--- config.mk ---
export PLATFORM = sky130hd
export DESIGN_NAME = univ_shift_reg
export DESIGN_NICKNAME = d
export VERILOG_FILES = /design/src/rtl/univ_shift_reg_pkg.sv /design/src/rtl/univ_shift_reg_dff_sre.sv /design/src/rtl/univ_shift_reg.sv
export SDC_FILE = /design/constraint.sdc
export NUM_CORES = 1
export LEC_CHECK = 0
export BUFFER_PORTS_ARGS = -buffer_cell sky130_fd_sc_hd__buf_2
export CAP_MARGIN = 40
export CORE_ASPECT_RATIO = 1.2
export CORE_UTILIZATION = 35
export CTS_BUF_LIST = sky130_fd_sc_hd__clkbuf_4 sky130_fd_sc_hd__clkbuf_8 sky130_fd_sc_hd__clkbuf_16
export CTS_CLUSTER_SIZE = 12
export DETAILED_ROUTE_END_ITERATION = 8
export GPL_TIMING_DRIVEN = 0
export PLACE_DENSITY_LB_ADDON = 0.15
export SLEW_MARGIN = 20
export SYNTH_ARGS = -nofsm -noshare
export SYNTH_HDL_FRONTEND = slang
export SYNTH_SLANG_ARGS = --single-unit
--- constraint.sdc ---
create_clock -name C -period 2.07 [get_ports C]
set_input_delay 0.1035 -clock C [delete_from_list [all_inputs] [get_ports C]]
set_output_delay 0.1035 -clock C [all_outputs]
set_load 0.03 [all_outputs]
--- src/rtl/univ_shift_reg_pkg.sv ---
// Shared definitions for the universal shift register: mode encodings and
// a small helper used for the terminal-count decode.
package univ_shift_reg_pkg;

    localparam int MODE_W = 3;

    localparam logic [MODE_W-1:0] MODE_HOLD = 3'b000;
    localparam logic [MODE_W-1:0] MODE_LOAD = 3'b001;
    localparam logic [MODE_W-1:0] MODE_SHL  = 3'b010;
    localparam logic [MODE_W-1:0] MODE_SHR  = 3'b011;
    localparam logic [MODE_W-1:0] MODE_ROL  = 3'b100;
    localparam logic [MODE_W-1:0] MODE_ROR  = 3'b101;
    localparam logic [MODE_W-1:0] MODE_INC  = 3'b110;
    localparam logic [MODE_W-1:0] MODE_DEC  = 3'b111;

    // Terminal count is a pure function of the mode and the all-ones /
    // all-zeros flags, so cascaded stages can share the same decode.
    function automatic logic tc_decode(input logic [MODE_W-1:0] mode,
                                       input logic              all_ones,
                                       input logic              all_zeros);
        return ((mode == MODE_INC) && all_ones) ||
               ((mode == MODE_DEC) && all_zeros);
    endfunction

endpackage

--- src/rtl/univ_shift_reg_dff_sre.sv ---
// Single-bit storage element: synchronous active-high reset to a per-bit
// value, clock enable, and true/complement outputs.
module dff_sre #(
    parameter logic RST_VAL = 1'b0
) (
    input  logic clk,
    input  logic srst,
    input  logic en,
    input  logic d,
    output logic q,
    output logic qn
);

    logic q_reg;

    always_ff @(posedge clk) begin
        if (srst) begin
            q_reg <= RST_VAL;
        end else if (en) begin
            q_reg <= d;
        end
    end

    // Complement is derived from the same flop so q and qn can never agree.
    assign q  = q_reg;
    assign qn = ~q_reg;

endmodule

--- src/rtl/univ_shift_reg.sv ---
// Universal shift register: hold, load, shift, rotate and up/down count,
// built from one dff_sre per bit with the next-state mux kept here.
module univ_shift_reg
    import univ_shift_reg_pkg::*;
#(
    parameter int               WIDTH     = 8,
    parameter logic [WIDTH-1:0] RESET_VAL = '0
) (
    input  logic              C,
    input  logic              R,
    input  logic              EN,
    input  logic [2:0]        M,
    input  logic [WIDTH-1:0]  D,
    input  logic              SL,
    input  logic              SR,
    output logic [WIDTH-1:0]  Q,
    output logic [WIDTH-1:0]  Qn,
    output logic              TC
);

    logic [WIDTH-1:0] q_reg;
    logic [WIDTH-1:0] qn_reg;
    logic [WIDTH-1:0] q_next;

    always_comb begin
        q_next = q_reg;
        case (M)
            MODE_HOLD: q_next = q_reg;
            MODE_LOAD: q_next = D;
            MODE_SHL:  q_next = {q_reg[WIDTH-2:0], SL};
            MODE_SHR:  q_next = {SR, q_reg[WIDTH-1:1]};
            MODE_ROL:  q_next = {q_reg[WIDTH-2:0], q_reg[WIDTH-1]};
            MODE_ROR:  q_next = {q_reg[0], q_reg[WIDTH-1:1]};
            MODE_INC:  q_next = q_reg + WIDTH'(1);
            MODE_DEC:  q_next = q_reg - WIDTH'(1);
            default:   q_next = q_reg;
        endcase
    end

    // Reset priority and the EN=0 hold are handled inside each bit flop.
    generate
        for (genvar gi = 0; gi < WIDTH; gi++) begin : g_bit
            dff_sre #(
                .RST_VAL (RESET_VAL[gi])
            ) u_bit (
                .clk  (C),
                .srst (R),
                .en   (EN),
                .d    (q_next[gi]),
                .q    (q_reg[gi]),
                .qn   (qn_reg[gi])
            );
        end
    endgenerate

    assign Q  = q_reg;
    assign Qn = qn_reg;
    assign TC = tc_decode(M, &q_reg, ~|q_reg);

endmodule

# Yosys cells after proc, flatten, opt, wreduce, memory -nomap -nowiden
# Index checks and enable logic that the tools add are counted.
dict set report word_totals {
  inputBits 16
  word_cells 35
  out_inout_bits 17
  ff_bits 8
}
dict set report classes {
  n_reduce_logical 8
  n_mux 1
  bitwise_logic 9
  add_sub_neg 2
  eq_ne 7
}
# operator n
set op_table {}
lappend op_table {{$pmux 8 s7} 1}
lappend op_table {{$eq 3x3->1 const B} 4}
lappend op_table {{$not 1->1} 9}
lappend op_table {{$add 8x1->8 const B} 1}
lappend op_table {{$reduce_and 8->1} 1}
lappend op_table {{$reduce_or 8->1} 1}
lappend op_table {{$sub 8x1->8 const B} 1}
lappend op_table {{$eq 3x2->1 const B} 2}
lappend op_table {{$eq 3x1->1 const B} 1}
lappend op_table {{$logic_not 3->1} 1}
lappend op_table {{$logic_and 1x1->1} 2}
lappend op_table {{$reduce_and 2->1} 1}
lappend op_table {{$logic_not 1->1} 1}
lappend op_table {{$logic_or 1x1->1} 1}

# Depth between registers and ports, before layout
# Gate-level depths: netlist (run 1).
dict set report depth {
  ltp_word 4
  ltp_mapped 9
  mapped_depth_nobuf 8
}

# Hierarchy
# Synthesis (run 1) repeated with hierarchy kept, for this count alone.
dict set report hier_totals {
  cells_unflattened 147
  hier_area_um2 1028.5
}
# module seq_area_each_um2 cells_per_inst n_inst area_per_inst_um2
set modules_own_cells {}
lappend modules_own_cells {univ_shift_reg 0.0 115 1 728.2}
lappend modules_own_cells {dff_sre 20.0 4 8 37.5}

# Worst setup path after synthesis (run 1)
# No wires, ideal clock.
dict set report synth_timing {
  kind {reg-to-reg}
  from {reg g_bit[1].u_bit.q_reg}
  to {reg g_bit[4].u_bit.q_reg}
  n_path_buf 1
  required_ns 1.936
  stages_incl_launch_ff 9
  synth_period_minus_slack_ns 1.761
  arrival_ns 1.627
  setup_ns 0.134
  slack_ns 0.309
  cell_sequence {dfxtp_1 > clkbuf_1 > xnor2_1 > ha_1 > nor4b_1 > a32o_1 > a21oi_1 > nor4_1 > a211oi_1}
}
dict set report synth_between {
  elab_chain_len 2
  elab_cells_between_ends 3
  cone_classes {2 x add/sub; 1 x mux}
}
# element line_no
set synth_rtl {}
lappend synth_rtl {{start: declaration} univ_shift_reg_dff_sre.sv:14} ;# logic q_reg;
lappend synth_rtl {{start signal: assignment} univ_shift_reg_dff_sre.sv:18} ;# q_reg <= RST_VAL;
lappend synth_rtl {{start signal: assignment} univ_shift_reg_dff_sre.sv:20} ;# q_reg <= d;
lappend synth_rtl {{$sub 8x1->8 or $add 8x1->8 (tied branches)} {univ_shift_reg.sv:35, univ_shift_reg.sv:34}}
lappend synth_rtl {{$pmux 8 s7 *} univ_shift_reg.sv:27} ;# case (M)
lappend synth_rtl {{end signal: assignment} univ_shift_reg_dff_sre.sv:18}
lappend synth_rtl {{end signal: assignment} univ_shift_reg_dff_sre.sv:20}
lappend synth_rtl {{end: declaration} univ_shift_reg_dff_sre.sv:14}
# Every way passes the cells marked *; elsewhere a longest branch is shown, timed or not.
# A chain may end at the register's enable or synchronous reset.

# Worst setup path after layout (run 1)
dict set report layout_timing {
  from {reg g_bit[4].u_bit.q_reg}
  to {out TC}
}
dict set report layout_between {
  elab_chain_len 4
  elab_cells_between_ends 6
  cone_classes {6 x reduce/logical}
}
# element line_no
set layout_rtl {}
lappend layout_rtl {{$reduce_or 8->1} univ_shift_reg.sv:58} ;# assign TC = tc_decode(M, &q_reg, ~|q_reg);
lappend layout_rtl {{$logic_not 1->1} univ_shift_reg.sv:58}
lappend layout_rtl {{$logic_and 1x1->1} univ_shift_reg_pkg.sv:22} ;# ((mode == MODE_DEC) && all_zeros);
lappend layout_rtl {{$logic_or 1x1->1 *} univ_shift_reg_pkg.sv:21} ;# return ((mode == MODE_INC) && all_ones) ||
lappend layout_rtl {{end: declaration} univ_shift_reg.sv:18} ;# output logic TC
# Marks and branches as above.

==> results of run 1 <==
-- report_power, final --
part / internal (mW) / total (mW) / switching (mW)
Sequential: 0.166 / 0.181 / 0.0151
Clock: 0.0674 / 0.136 / 0.0687
Combinational: 0.122 / 0.304 / 0.182
-- cells in the mapped netlist, drive strengths merged, types with 3 or more instances --
library cell / instances / area share, %
nor2b: 3 / 1.7
nand3: 3 / 1.4
mux2i: 6 / 5.6
nand2: 9 / 3.4
a211oi: 5 / 3.5
xnor2: 3 / 2.4
o21ai: 10 / 4.6
a21oi: 13 / 6.4
nor3: 6 / 2.8
dfxtp: 8 / 15
clkbuf: 7 / 2.4
or3: 3 / 1.7
nor4: 5 / 4.3
buf: 23 / 15
nor2: 13 / 4.5
inv: 11 / 3.8
-- cell families after synthesis --
logic type | after synthesis
multiplexers | 6
flip-flops | 8
adder cells (fa/ha/maj) | 1
XOR/XNOR | 4
AO/OA/AOI/OAI | 46
AND/OR/NAND/NOR | 50
buffers and inverters | 41
-- worst max-delay path: stages, from the launching register on --
cell	delay, ns
dfxtp_1	0.32
buf_6	0.14
or4b_4	0.57
nor3_1	0.20
a21oi_1	0.09
nor2_1	0.08
buf_2	0.20
-- cell type report --
cell class,instances,area [µm²]
Buffer,30,191.4
Clock buffer,3,22.52
Fill cell,303,1564
Inverter,11,41.29
Multi-Input combinational cell,107,695.7
Sequential cell,8,161.4
Tap cell,34,42.54
Timing Repair Buffer,29,145.1
-- routing by layer --
metal | part of all wire, % | GRT usage, % | wire (µm) | up-vias
li1 | - | - | - | 615
met1 | 43 | 27.75 | 1360 | 569
met2 | 51 | 33.23 | 1614 | 45
met3 | 5.1 | 2.920 | 164 | 7
met4 | 1.6 | 7.566 | 52 | 0
met5 | 0 | 0 | 0 | -
-- worst paths after layout --
kind,end
worst max-delay path,TC
worst min-delay path,g_bit[7].u_bit.q$_SDFFE_PP0P_
worst max register to register,g_bit[4].u_bit.q$_SDFFE_PP0P_
worst min register to register,g_bit[3].u_bit.q$_SDFFE_PP0P_
-- per-stage QoR --
stage / cells / power (mW) / instance area, µm² / utilization, %
floorplan: 156 / 0.4095 / 1077 / -
global placement: 219 / 0.4801 / 1265 / 44.17
detailed placement: 219 / 0.4839 / 1265 / 44.17
CTS: 222 / 0.6183 / 1289 / 45.00
global route: 222 / 0.6582 / 1300 / 45.39
finish: 222 / 0.6215 / 1300 / 45.39
==> impl_metrics.ini, run 1 <==
[grt]
grt_antenna_before_repair = 0
track_usage_pct = 20.85
first_global_vias = 1102
grt_max_degree = 11
grt_pass1_wl_um = 5271
gr-total-overflow = 0

[sta]
finalHoldViolations = 0
period_share_pct = 95.14
setup_viol = 0
tightest_slew_ns = 0.5022
worst_slack_ns = 0.1005
fin_worst_skew_ns = 0.0003334
hold_slack_ns = 0.2488
fin_setup_tns_ns = 0
finalWorstPathRequiredPeriod_ns = 1.969
relSlewSlack_pct = 66.52
rsz0062_at_grt = no
final_max_slew_viol_count = 0
max_freq_ghz = 0.5077

[power_and_ir_drop]
p_leak_nw = 0.5735
peakVddDrop_v = 0.0002247
power.density_nw_per_um2 = 478.1

[yosys]
synthArstFlopShare_pct = 0
synth-seq-cells = 8
ys_warn_count = 0
synth_xor_area_share_pct = 3.252
yosys.area_share.simple_pct = 25.44
synth_flop_cell = dfxtp_1
synth.distinct_cells = 44
synth_top_family_by_area = compound AO/OA/AOI/OAI gates
synth_edf_count = 0
syn-mean-instance-area_um2 = 6.906
synth_nets = 173
syn-instance-count = 156
synthAdderAreaFrac_pct = 1.161
synth-seq-area-share_pct = 14.87
synth_compound_area_share_pct = 28.57
synth_mux_area_share_pct = 5.575
netlist_area_um2 = 1077

[clocking]
clock-sinks = 8
cts_resized = 1
cts_tree = yes
cts_inserted_buffers = 3
clock_latency_ns = 0.27
cts-root-buf = clkbuf_4
cts_setup_buffers = 0
clk_pin_slew_ns = 0.06
htreeDepth = 1
hold_buffers = 0
cts_max_path_buffers = 2

[worst_setup_path]
critPathMaxFanout = 9
r2r_setup_slack_ns = 0.14
end_kind = output pin
crit_arrival_ns = 1.87
r2r-start = g_bit[1].u_bit.q$_SDFFE_PP0P_
critPathKind = reg -> out
required_ns = 1.97
r2r_cells = 8
cp-startpoint = g_bit[4].u_bit.q$_SDFFE_PP0P_
start_kind = register

[flow_run]
maxCapViolCount = 0

[detailed_routing]
antenna_left = 0
wirelength_um = 3192
drt-initial-drc-count = 67
dr_total_vias = 1236
drc = 0
wl_per_cell_um = 14.38
viasPerCell = 5.568
firstDrtPassIters = 4

[floorplanning]
core_um2 = 2864
fp.dieH_um = 62.78
ios = 33
die_w_um = 52.65
rows = 21
die_area_um2 = 3305
start_util_pct = 37.61

[final_layout]
largest_reg_flops = 8
layout_commonest_cell = buf_2
nets = 207
layout_common_cells = 34 x buf_2, 17 x buf_4, 13 x nor2_1, 12 x a21oi_1, 11 x inv_1
antenna_cells = 0
syn2layout_area_growth_pct = 20.67
drive_above_1_share_pct = 32.98

[placement]
place_ws_ns = -0.01658
gp_congestion = 0.9139
hpwl_um = 2421
io_buffer_count = 29

[worst_hold_path]
hold_path.class = in -> reg
min_path_cells = 2
hold_start = R

[outcome]
outcome = completed
Note: power is estimated with default switching activity, not from simulation.
==> run 2, diff against run 1 <==
Settings changed: SYNTH_HIERARCHICAL set to 1.
==> impl_metrics.ini, run 2 <==
[yosys]
synth_top_area_share_pct = 15.57
yosysTopAreaCell = dfxtp_1
synth-seq-area-share_pct = 15.57
synth_flop_cell = dfxtp_1
synthArstFlopShare_pct = 0
synth.distinct_cells = 42
synth-seq-cells = 8
syn-instance-count = 147
synthTopCellsByCount = 20 x nor2_1, 16 x mux2i_1, 14 x nand2_1
synth_edf_count = 0
synthTopCellsByArea = dfxtp_1 16%, mux2i_1 16%, nor2_1 7.3%
ys_warn_count = 6
yosysMostFrequentCell = nor2_1
netlist_area_um2 = 1028
syn-mean-instance-area_um2 = 6.997
synth_nets = 164

[detailed_routing]
firstDrtPassIters = 4
antenna_left = 0
wl_per_cell_um = 13.40
drc = 0
viasPerCell = 5.274
wirelength_um = 2934
dr_total_vias = 1155
drt-initial-drc-count = 26

[final_layout]
layout_common_cells = 34 x buf_2, 20 x nor2_1, 16 x mux2i_1, 14 x nand2_1, 10 x inv_1
fin_util_pct = 46.72
nets = 203
largest_reg_flops = 8
syn2layout_area_growth_pct = 26.52
antenna_cells = 0
layout_commonest_cell = buf_2
drive_above_1_share_pct = 32.97

[outcome]
outcome = completed

[worst_setup_path]
critPathKind = reg -> reg
cp_cell_sequence = buf_2, or2_4, or4b_4, o22ai_2, xnor2_1, a21oi_2, mux2i_1, nor2_1
critPathBufInv = 1
critPathMaxFanout = 8
slowest_stage = or4b_4
cpPeakStageDelay_ns = 0.48
start_kind = register
end_kind = register
crit_family = simple AND/OR/NAND/NOR gates
crit_arrival_ns = 2.12
required_ns = 2.20

[floorplanning]
start_util_pct = 36.93
fp.dieH_um = 61.38
ios = 33
core_um2 = 2785
die_area_um2 = 3160
die_w_um = 51.49
rows = 21

[clocking]
clk_pin_slew_ns = 0.06
cts_max_path_buffers = 2
clock-sinks = 8
hold_buffers = 0
clock_latency_ns = 0.25
cts_inserted_buffers = 3
htreeDepth = 1
cts-root-buf = clkbuf_4
cts_tree = yes

[power_and_ir_drop]
total_power_mw = 0.6095
power_frac_comb_pct = 47.6
intPower_mw = 0.3713
p_seq_share_pct = 30.0
p_sw_mw = 0.2382
p_leak_nw = 0.6006
switching_share_pct = 39.08
p_clk_share_pct = 22.4
power.density_nw_per_um2 = 468.4
peakVddDrop_v = 0.0003429

[flow_run]
maxCapViolCount = 0

[grt]
grt_max_degree = 14
gr-total-overflow = 0
met2_usage_pct = 33.58
first_global_vias = 982
gr-max-usage-layer = met2
grt_util_met1_pct = 25.70
track_usage_pct = 19.85
grt_antenna_before_repair = 0
use_met3_pct = 1.481
grt_pass1_wl_um = 4664

[sta]
relSlewSlack_pct = 63.84
fin_worst_skew_ns = 0.008994
period_share_pct = 95.78
max_freq_ghz = 0.5044
hold_slack_ns = 0.1093
finalHoldViolations = 0
finalWorstPathRequiredPeriod_ns = 1.983
setup_viol = 0
final_max_slew_viol_count = 0
fin_setup_tns_ns = 0
tightest_slew_ns = 0.5404

[placement]
gp_congestion = 0.8691
io_buffer_count = 30
hpwl_um = 2227

[worst_hold_path]
hold_path.class = in -> reg
## run 2: cell types whose count changed after synthesis, sizes merged, moves of 3 or more
cell and change:
a21oi -5, mux2i +10, nand2 +5, a211oi -5
buf -18, nand3 +3, nor4 -5, nor2 +7
o221ai +3
## run 2: final timing paths
check | startpoint | endpoint | slack, ns | depth (start not counted)
setup / recovery | g_bit[4].u_bit/q$_SDFFE_PP0P_ | g_bit[6].u_bit/q$_SDFFE_PP0P_ | 0.09 | 8
hold / removal | R | g_bit[1].u_bit/q$_SDFFE_PP0P_ | 0.11 | 2
setup reg to reg | g_bit[4].u_bit/q$_SDFFE_PP0P_ | g_bit[6].u_bit/q$_SDFFE_PP0P_ | 0.09 | 8
hold reg to reg | g_bit[6].u_bit/q$_SDFFE_PP0P_ | g_bit[6].u_bit/q$_SDFFE_PP0P_ | 0.55 | 2
## run 2: power by group through the flow
stage | sequential (mW) | combinational (mW) | clock (mW)
final | 0.183 | 0.290 | 0.137
after global routing | 0.185 | 0.316 | 0.158
after CTS | 0.186 | 0.278 | 0.146
after detailed placement | 0.185 | 0.281 | 0
after global placement | 0.183 | 0.279 | 0
after floorplan | 0.201 | 0.189 | 0
## run 2: final cells by class
| class | instances | area, µm² |
|---|---|---|
| plain buffers | 12 | 61.31 |
| clock buffers | 4 | 30.03 |
| fillers | 327 | 1484 |
| inverters | 10 | 37.54 |
| multi-input cells | 116 | 777.0 |
| flip-flops and latches | 8 | 165.2 |
| well taps | 34 | 42.54 |
| repair buffers | 35 | 187.7 |
## run 2: routing by layer
metal / up-vias / share of wire (%)
li1: 599 / -
met2: 20 / 49
met1: 532 / 47
met5: - / 0
met4: 0 / 1.3
met3: 4 / 3.0
## run 2: worst reg2reg max path, delay by kind of cell (launching register included)
kind | cells | cell delay [ns]
AND/OR/NAND/NOR | 3 | 0.80
flip-flops | 1 | 0.33
multiplexers | 1 | 0.14
XOR/XNOR | 1 | 0.17
buffers and inverters | 1 | 0.19
AO/OA/AOI/OAI | 2 | 0.25
## run 2: cell families (layout without fill, tap and decap cells)
logic type | Yosys count | in the layout | share of synthesized area, %
DFF | 8 | 8 | 15.57
adders and majority gates | 1 | 1 | 1.216
AOI/OAI and AO/OA | 31 | 31 | 20.32
and+or+nand+nor | 60 | 60 | 28.96
muxes | 19 | 19 | 19.95
buffers and inverters | 23 | 61 | 9.733
xor gates and xnor gates | 5 | 5 | 4.259
## run 2: through the flow
| stage | area (µm²) | instances | setup WS (ns) |
|---|---|---|---|
| after floorplan | 1040 | 147 | 0.01611 |
| after global placement | 1232 | 211 | -0.1051 |
| after detailed placement | 1232 | 211 | -0.1167 |
| after CTS | 1262 | 214 | 0.04926 |
| after global routing | 1301 | 219 | -0.003514 |
| final | 1301 | 219 | 0.08740 |
## run 2: repair_timing
action | in CTS | in global routing
resized for setup | 2 | 1
pin swaps | 0 | 2
endpoints found under the setup margin | 2 | 2
buffers inserted | 0 | 5
==> run 3, diff against run 2 <==
==> constraint.sdc (replaced) <==
create_clock -name C -period 2.07 [get_ports C]
set_input_delay 0.207 -clock C [delete_from_list [all_inputs] [get_ports C]]
set_output_delay 0.207 -clock C [all_outputs]
set_load 0.03 [all_outputs]
==> impl_metrics.ini, run 3 (synthesis gave the netlist of run 2 again) <==
[outcome]
outcome = completed

[grt]
track_usage_pct = 19.85
gr-total-overflow = 0
grt_pass1_wl_um = 4664
grt_max_degree = 14
first_global_vias = 982
grt_antenna_before_repair = 0

[floorplanning]
core_um2 = 2785
rows = 21
die_area_um2 = 3160
ios = 33
start_util_pct = 36.93
die_w_um = 51.49
fp.dieH_um = 61.38

[worst_setup_path]
cp_cell_sequence = buf_2, or2_4, or4b_4, o22ai_2, xnor2_1, a21oi_2, mux2i_1, nor2_1
slowest_stage = or4b_4
end_kind = register
crit_arrival_ns = 2.11
start_kind = register
critPathKind = reg -> reg
critPathMaxFanout = 8
required_ns = 2.20
cpPeakStageDelay_ns = 0.48

[final_layout]
seqCellArea_um2 = 165.2
drive_above_1_share_pct = 32.97
fin_util_pct = 46.27
fin_cells = 216
layout_commonest_cell = buf_2
layout_common_cells = 34 x buf_2, 20 x nor2_1, 16 x mux2i_1, 14 x nand2_1, 10 x inv_1
syn2layout_area_growth_pct = 25.30
multiInputGateArea_um2 = 787.0
fillers = 330
nets = 200
largest_reg_flops = 8
antenna_cells = 0

[clocking]
htreeDepth = 1
clk_pin_slew_ns = 0.06
cts_inserted_buffers = 3
cts_tree = yes
cts_max_path_buffers = 2
cts-root-buf = clkbuf_4
clock_latency_ns = 0.25
clock-sinks = 8

[power_and_ir_drop]
peakVddDrop_v = 0.0003358
p_leak_nw = 0.5868
power.density_nw_per_um2 = 472.1

[detailed_routing]
antenna_left = 0
wirelength_um = 2968
drt-initial-drc-count = 24
firstDrtPassIters = 4
drc = 0
viasPerCell = 5.356
dr_total_vias = 1157
wl_per_cell_um = 13.74

[sta]
rsz0062_at_grt = yes
period_share_pct = 95.46
relSlewSlack_pct = 65.04
tightest_slew_ns = 0.5225
finalHoldViolations = 0
fin_worst_skew_ns = 0.009202
setup_viol = 0
max_freq_ghz = 0.5061
hold_slack_ns = 0.2122
final_max_slew_viol_count = 0
finalWorstPathRequiredPeriod_ns = 1.976
worst_slack_ns = 0.09397
fin_setup_tns_ns = 0

[placement]
io_buffer_count = 30
dp.cells = 211
gp_congestion = 0.8691
place_ws_ns = -0.2202
hpwl_um = 2227

[worst_hold_path]
hold_path.class = in -> reg

[flow_run]
maxCapViolCount = 0
[run 3: changes by cell type in the layout (fill, tap and decap cells not counted), sizes merged]
cell | before | now
buf | 40 | 37
[run 3: layout make-up]
| type | count | share of cell area, % |
|---|---|---|
| Sequential cell | 8 | 12.82 |
| Tap cell | 34 | 3.301 |
| Timing Repair Buffer | 32 | 12.82 |
| Clock buffer | 4 | 2.330 |
| Multi-Input combinational cell | 116 | 61.07 |
| Buffer | 12 | 4.757 |
| Inverter | 10 | 2.913 |
[run 3: worst max-delay path, delay by kind of cell, from the launching register on]
family / cells / cell delay [ns]
flops: 1 / 0.33
xor+xnor: 1 / 0.17
compound gates: 2 / 0.25
simple gates: 3 / 0.80
mux: 1 / 0.14
buf+inv: 1 / 0.18
[run 3: report_power, final]
group / switching (mW) / leakage [nW] / internal [mW]
Clock: 0.0502 / 0.0184 / 0.0866
Combinational: 0.170 / 0.502 / 0.118
Sequential: 0.0187 / 0.0666 / 0.165
[run 3: timing repair]
item	CTS	global route
pin swaps	0	2
endpoints found under the setup margin	2	3
hold buffers	0	0
resized for setup	2	3
buffers inserted	0	2
[run 3: worst paths after layout]
check             slack, ns                             to                           from  cells past startpoint
setup / recovery       0.09  g_bit[6].u_bit/q$_SDFFE_PP0P_  g_bit[4].u_bit/q$_SDFFE_PP0P_                      8
hold / removal         0.21  g_bit[1].u_bit/q$_SDFFE_PP0P_                              R                      2
setup reg to reg       0.09  g_bit[6].u_bit/q$_SDFFE_PP0P_  g_bit[4].u_bit/q$_SDFFE_PP0P_                      8
hold reg to reg        0.55  g_bit[6].u_bit/q$_SDFFE_PP0P_  g_bit[6].u_bit/q$_SDFFE_PP0P_                      2
[run 3: metrics by stage]
step / power (mW) / cell area (µm²)
2_1_floorplan: 0.3896 / 1040
3_3_place_gp: 0.4617 / 1232
3_5_place_dp: 0.4651 / 1232
4_1_cts: 0.6103 / 1262
5_1_grt: 0.6584 / 1289
6_report: 0.6085 / 1289
[run 3: layer usage]
layer / part of all wire, % / GRT usage, % / vias to the layer above / routed length (µm)
li1: - / - / 592 / -
met1: 45 / 25.70 / 536 / 1340
met2: 51 / 33.58 / 27 / 1499
met3: 3.7 / 1.481 / 2 / 111
met4: 0.57 / 9.266 / 0 / 17
met5: 0 / 0 / - / 0
